$ cat config.mk
export PLATFORM = sky130hd
export DESIGN_NAME = hamming_encoder_stream
export DESIGN_NICKNAME = d
export VERILOG_FILES = /design/src/rtl/hamming_encoder_stream.sv
export SDC_FILE = /design/constraint.sdc
export NUM_CORES = 1
export LEC_CHECK = 0
export ABC_AREA = 1
export CELL_PAD_IN_SITES_DETAIL_PLACEMENT = 1
export CELL_PAD_IN_SITES_GLOBAL_PLACEMENT = 1
export CORE_ASPECT_RATIO = 1.1
export CORE_MARGIN = 2
export CORE_UTILIZATION = 34
export DETAILED_ROUTE_END_ITERATION = 7
export PLACE_DENSITY = 0.89
export SLEW_MARGIN = 10
export SYNTH_ARGS = -nofsm -noshare
export SYNTH_HDL_FRONTEND = slang
export SYNTH_SLANG_ARGS = --single-unit
$ cat constraint.sdc
create_clock -name clk -period 1.6 [get_ports clk]
set_input_delay 0.16 -clock clk [delete_from_list [all_inputs] [get_ports clk]]
set_output_delay 0.16 -clock clk [all_outputs]
set_load 0.02 [all_outputs]
$ cat src/rtl/hamming_encoder_stream.sv
// Streaming Hamming(8,4) SECDED encoder: each accepted byte yields two codewords, low nibble first.
// Optional error injection on every loaded codeword when HAM_ERR_INJECT_EN is defined.
module hamming_encoder_stream #(
  parameter int CNT_W = 16
) (
  input  logic             clk,
  input  logic             rst,
  input  logic [7:0]       in_data,
  input  logic             in_valid,
  output logic             in_ready,
  output logic [7:0]       code_out,
  output logic             out_valid,
  input  logic             out_ready,
  output logic [CNT_W-1:0] cw_count
`ifdef HAM_ERR_INJECT_EN
  ,
  input  logic [7:0]       inject_mask
`endif
);

  typedef enum logic [1:0] {EMPTY, LO, HI} state_t;

  state_t     state, state_nxt;
  logic [7:0] code_nxt;
  logic [3:0] hi_nib, hi_nib_nxt;
  logic       out_valid_nxt;
  logic       accept;
  logic       out_hs;
  logic [7:0] mask;

  // Format: [p_all, d3, d2, d1, p2, d0, p1, p0]
  function automatic logic [7:0] encode(input logic [3:0] d);
    logic [6:0] c;
    c = {d[3], d[2], d[1], d[1] ^ d[2] ^ d[3], d[0], d[0] ^ d[2] ^ d[3], d[0] ^ d[1] ^ d[3]};
    return {^c, c};
  endfunction

`ifdef HAM_ERR_INJECT_EN
  assign mask = inject_mask;
`else
  assign mask = '0;
`endif

  assign in_ready = !rst && (state == EMPTY || (state == HI && out_ready));
  assign accept   = in_valid && in_ready;
  assign out_hs   = out_valid && out_ready;

  always_comb begin
    state_nxt  = state;
    code_nxt   = code_out;
    hi_nib_nxt = hi_nib;
    case (state)
      LO: begin
        if (out_ready) begin
          state_nxt = HI;
          code_nxt  = encode(hi_nib) ^ mask;
        end
      end
      HI: begin
        if (out_ready) state_nxt = EMPTY;
      end
      default: ;
    endcase
    // An accept in HI overrides the drain to EMPTY, keeping one codeword per cycle.
    if (accept) begin
      state_nxt  = LO;
      code_nxt   = encode(in_data[3:0]) ^ mask;
      hi_nib_nxt = in_data[7:4];
    end
    out_valid_nxt = (state_nxt != EMPTY);
  end

  always_ff @(posedge clk) begin
    if (rst) begin
      state     <= EMPTY;
      code_out  <= '0;
      out_valid <= 1'b0;
      hi_nib    <= '0;
      cw_count  <= '0;
    end else begin
      state     <= state_nxt;
      code_out  <= code_nxt;
      out_valid <= out_valid_nxt;
      hi_nib    <= hi_nib_nxt;
      if (out_hs) cw_count <= cw_count + CNT_W'(1);
    end
  end

endmodule
**Yosys cells after proc, flatten, opt, wreduce, memory -nomap -nowiden**

Cells that the tools add are included.

- Register bits: 31
- Word-level logic and storage cells: 40
- Output and inout port bits: 26

- Reductions and logical operators: 13
- Add/sub/neg operators: 1
- Bitwise gates (word level): 12
- Eq/ne operators: 2
- Multiplexer cells: 7

Operators with widths:

| cell | number |
|---|---|
| $mux W8 | 3 |
| $add A16 B1 Y16 const B | 1 |
| $reduce_xor A7 Y1 | 2 |
| $xor A1 B1 Y1 | 12 |
| $mux W2 | 3 |
| $reduce_bool A2 Y1 | 3 |
| $logic_and A1 B1 Y1 | 4 |
| $pmux W2 S2 | 1 |
| $eq A2 B1 Y1 const B | 1 |
| $eq A2 B2 Y1 const B | 1 |
| $logic_not A2 Y1 | 1 |
| $reduce_and A2 Y1 | 1 |
| $logic_not A1 Y1 | 1 |
| $logic_or A1 B1 Y1 | 1 |

**Logic depth before layout (Yosys ltp)**

- Word-level depth: 7
- Mapped depth: 11
- Gate-level depth less buffers: 11

**Worst setup path before layout**

No wires, ideal clock.

- Kind: reg2reg
- From: reg cw_count[0]
- To: reg cw_count[14]
- Setup slack: 0.184 ns
- Cell stages (with the launch flop): 9
- Required time: 1.485 ns
- Clock period less this slack: 1.416 ns
- Path buffers: 0
- Arrival: 1.301 ns
- Library setup time: 0.115 ns
- Path through: dfxtp_1 ha_1 inv_1 nor2_1 nand3_2 nor2_2 nand3_1 nand2_1 nor2_1

- Word-level cells in the longest chain between the ends: 1

Ends and longest elaborated chain:

| element | RTL line | RTL |
|---|---|---|
| start, declared | 14 | `output logic [CNT_W-1:0] cw_count` |
| start signal, assigned | 85 | `if (out_hs) cw_count <= cw_count + CNT_W'(1);` |
| $add A16 B1 Y16 | 85 |  |

Every way passes these cells.
A chain may end at the register's enable or synchronous reset.

**Worst setup path in the final report**

- From: reg cw_count[5]
- To: out cw_count[5]

No word-level cell between the ends.

==> results.yml <==
status:
  status: "finished clean"
synth:
  async_flop_share_pct: 0
  synth_edf_count: 0
  yosysSeqAreaShare_pct: 37.1
  synthFlopType: "dfxtp_1"
  synth_compound_area_share_pct: 10.2
  yosys_register_bits: 31
  synth_nets: 272
  syn_avg_cell_area_sq_um: 6.53
  yosys_warnings: 0
  yosys.area_share.xor_xnor_pct: 1.05
  synth-simple-area-share_pct: 38.4
  netlist_area_sq_um: 1670
  synthCells: 256
  synth_top_family_by_area: "simple AND/OR/NAND/NOR gates"
  synthAdderAreaFrac_pct: 2.99
  ys_types: 27
  synthMuxAreaShare_pct: 0
timing:
  finalSetupViolCount: 0
  tightest_slew_ns: 0.268
  finalMaxSlewViolations: 0
  fin_crit_sh_pct: 95.3
  fmax_mhz: 656
  finalCriticalPeriod_ns: 1.52
  finalHoldViolations: 0
  final.setup_skew_ns: 0.00402
  rsz0062_at_grt: "false"
  relSlewSlack_pct: 82.0
worst_hold_path:
  hold_path_depth: 3
  hold_path.startpoint: "in_data[5]"
  hp-class: "input port to register"
  min_to: "hi_nib[1]"
global_routing:
  grt_pass1_vias: 1790
  antenna_found_initial: 0
  grt_pass1_wl_um: 7570
  grt_remaining_overflow: 0
  grtUsageTotal_pct: 16.9
  grt_max_degree: 18
placement:
  io_buffer_count: 37
  hpwl_um: 3360
  placed_cells: 353
  gp_congestion: 0.807
run:
  drv_cap: 0
final_layout:
  area_growth_pct: 32.8
  drive_above_1_share_pct: 9.51
  finish.net_count: 320
  final_cell_mix: "81 x nand2_1, 36 x clkdlybuf4s50_1, 32 x inv_1"
  final.fill_count: 633
  instances_no_fill: 361
  layout_commonest_cell: "nand2_1"
  antennaDiodeCount: 0
route:
  wl_um: 4460
  drt.antenna.violating_nets: 0
  first_pass_iters: 4
  vias: 1755
  vias_per_cell: 4.86
  detail_route.iter0.violations: 66
  wl_per_cell_um: 12.3
  drc: 0
clock_network:
  cts_max_level: 2
  clkTransAtPathRegs_ns: 0.07
  clockBufferDepth: 2
  cts.sinks: 31
  clock_latency_ns: 0.28
  numCtsBuffers: 5
  cts_tree: "built"
  cts-root-buf: "clkbuf_8"
  cts_setup_buffers: 0
worst_setup_path:
  cp_top_family: "buffers and inverters"
  crit_chain: "clkdlybuf4s50_1"
  end_kind: "output pin"
  cp_max_fo: 6
  r2r_start: "state[0]"
  critPathMaxStageDelay_ns: 0.64
  cp.depth: 1
  worstPathArrival_ns: 1.36
  r2r_end: "code_out[6]"
  crit_buf_inv: 1
  reg2reg_slack_ns: 0.17
  worstSetupStartpointType: "register"
  path_class: "register to output pin"
  cp.required_ns: 1.44
  ff2ff_path_depth: 11
  crit_path_top_delay_cell: "clkdlybuf4s50_1"
power_and_ir_drop:
  internal-power_uw: 1240
  peakVddDrop_mv: 0.387
  switching_power_uw: 501
  clkPwrFrac_pct: 35.2
  combPwrFrac_pct: 17.4
  p_per_area_nw_per_um2: 781
  swShare_pct: 28.9
  power_uw: 1740
  seqPwrFrac_pct: 47.4
  leakagePower_uw: 0.00102
floorplan:
  fp-row-count: 26
  die_height_um: 77.6
  core_area_sq_um: 4680
  io_pins: 38
  dieArea_sq_um: 5500
  die_w_um: 70.9
  initial_core_util_pct: 35.7
cell type report:
class | count | area (sq um) | area share, %
multi-input combinational | 184 | 885 | 39.8
sequential | 31 | 622 | 28.0
timing repair buffer | 45 | 425 | 19.1
inverter | 37 | 139 | 6.25
clock buffer | 7 | 76.3 | 3.43
tap | 56 | 70.1 | 3.15
clock inverter | 1 | 5.00 | 0.225
layer usage:
metal / vias up / global-route usage (%) / routed length (um)
met5: - / 0 / 0
met4: 0 / 4.34 / 59
met3: 9 / 4.29 / 160
met2: 27 / 30.1 / 2190
met1: 820 / 20.0 / 2050
li1: 899 / - / -
power by group through the flow:
stage / clock network, uW / registers [uW] / logic (uW)
3_5_place_dp: 0 / 840 / 305
2_1_floorplan: 0 / 859 / 154
4_1_cts: 619 / 823 / 307
6_report: 611 / 823 / 302
5_1_grt: 659 / 826 / 339
3_3_place_gp: 0 / 839 / 294
how the worst max path moves through the flow:
| stage | end | slack (ns) | from |
|---|---|---|---|
| after detailed placement | in_ready | -0.06 | out_ready |
| after global placement | in_ready | -0.006 | out_ready |
| final | cw_count[5] | 0.08 | cw_count[5] |
| after global routing | cw_count[5] | 0.003 | cw_count[5] |
| after CTS | in_ready | 0.003 | state[0] |
| after floorplan | cw_count[14] | 0.18 | cw_count[0] |
cell usage after synthesis (2+ instances only):
master,n,area share (%)
o21ai_1,3,0.90
dfxtp_1,31,37
nand4_1,2,0.75
nand3_1,28,8.4
o21ai_0,8,2.4
nor2_1,22,4.9
nor3_1,3,0.90
inv_1,32,7.2
nand2_1,81,18
buf_6,2,1.3
a21oi_1,19,5.7
ha_1,4,3.0
xor2_1,2,1.0
nand3_2,2,1.2
inv_2,4,0.90
nand2_2,2,0.75
stage by stage:
step | instance area [sq um] | setup TNS, ns | setup slack (ns) | hold WS [ns] | utilization [%]
floorplan | 1670 | 0 | 0.184 | 0.229 | -
global placement | 2140 | -0.00618 | -0.00618 | 0.454 | 45.7
detailed placement | 2140 | -0.101 | -0.0563 | 0.464 | 45.7
CTS | 2220 | 0 | 0.00299 | 0.433 | 47.5
global route | 2220 | 0 | 0.00293 | 0.462 | 47.4
finish | 2220 | 0 | 0.0760 | 0.427 | 47.4
state kept, by name (all words and copies together) (netlist names):
signal and flops:
cw_count 16, state 2, out_valid 1, code_out 8, hi_nib 4
what timing repair did:
| item | in CTS | in global routing |
|---|---|---|
| resized for setup | 3 | 3 |
| hold buffers | 0 | 0 |
| endpoints found under the setup margin | 1 | 3 |
worst reg2reg max path: cells and delay by family, from the launching register on:
family / cells / cell delay (ns)
simple gates: 7 / 0.62
flops: 1 / 0.34
fa+ha+maj: 1 / 0.17
buf+inv: 3 / 0.22
cell families after synthesis:
kind of cell / count (synthesis)
xor+xnor: 2
flops: 31
simple gates: 145
fa+ha+maj: 4
compound gates: 33
buf+inv: 41
Power figures use the tool's default switching activity.
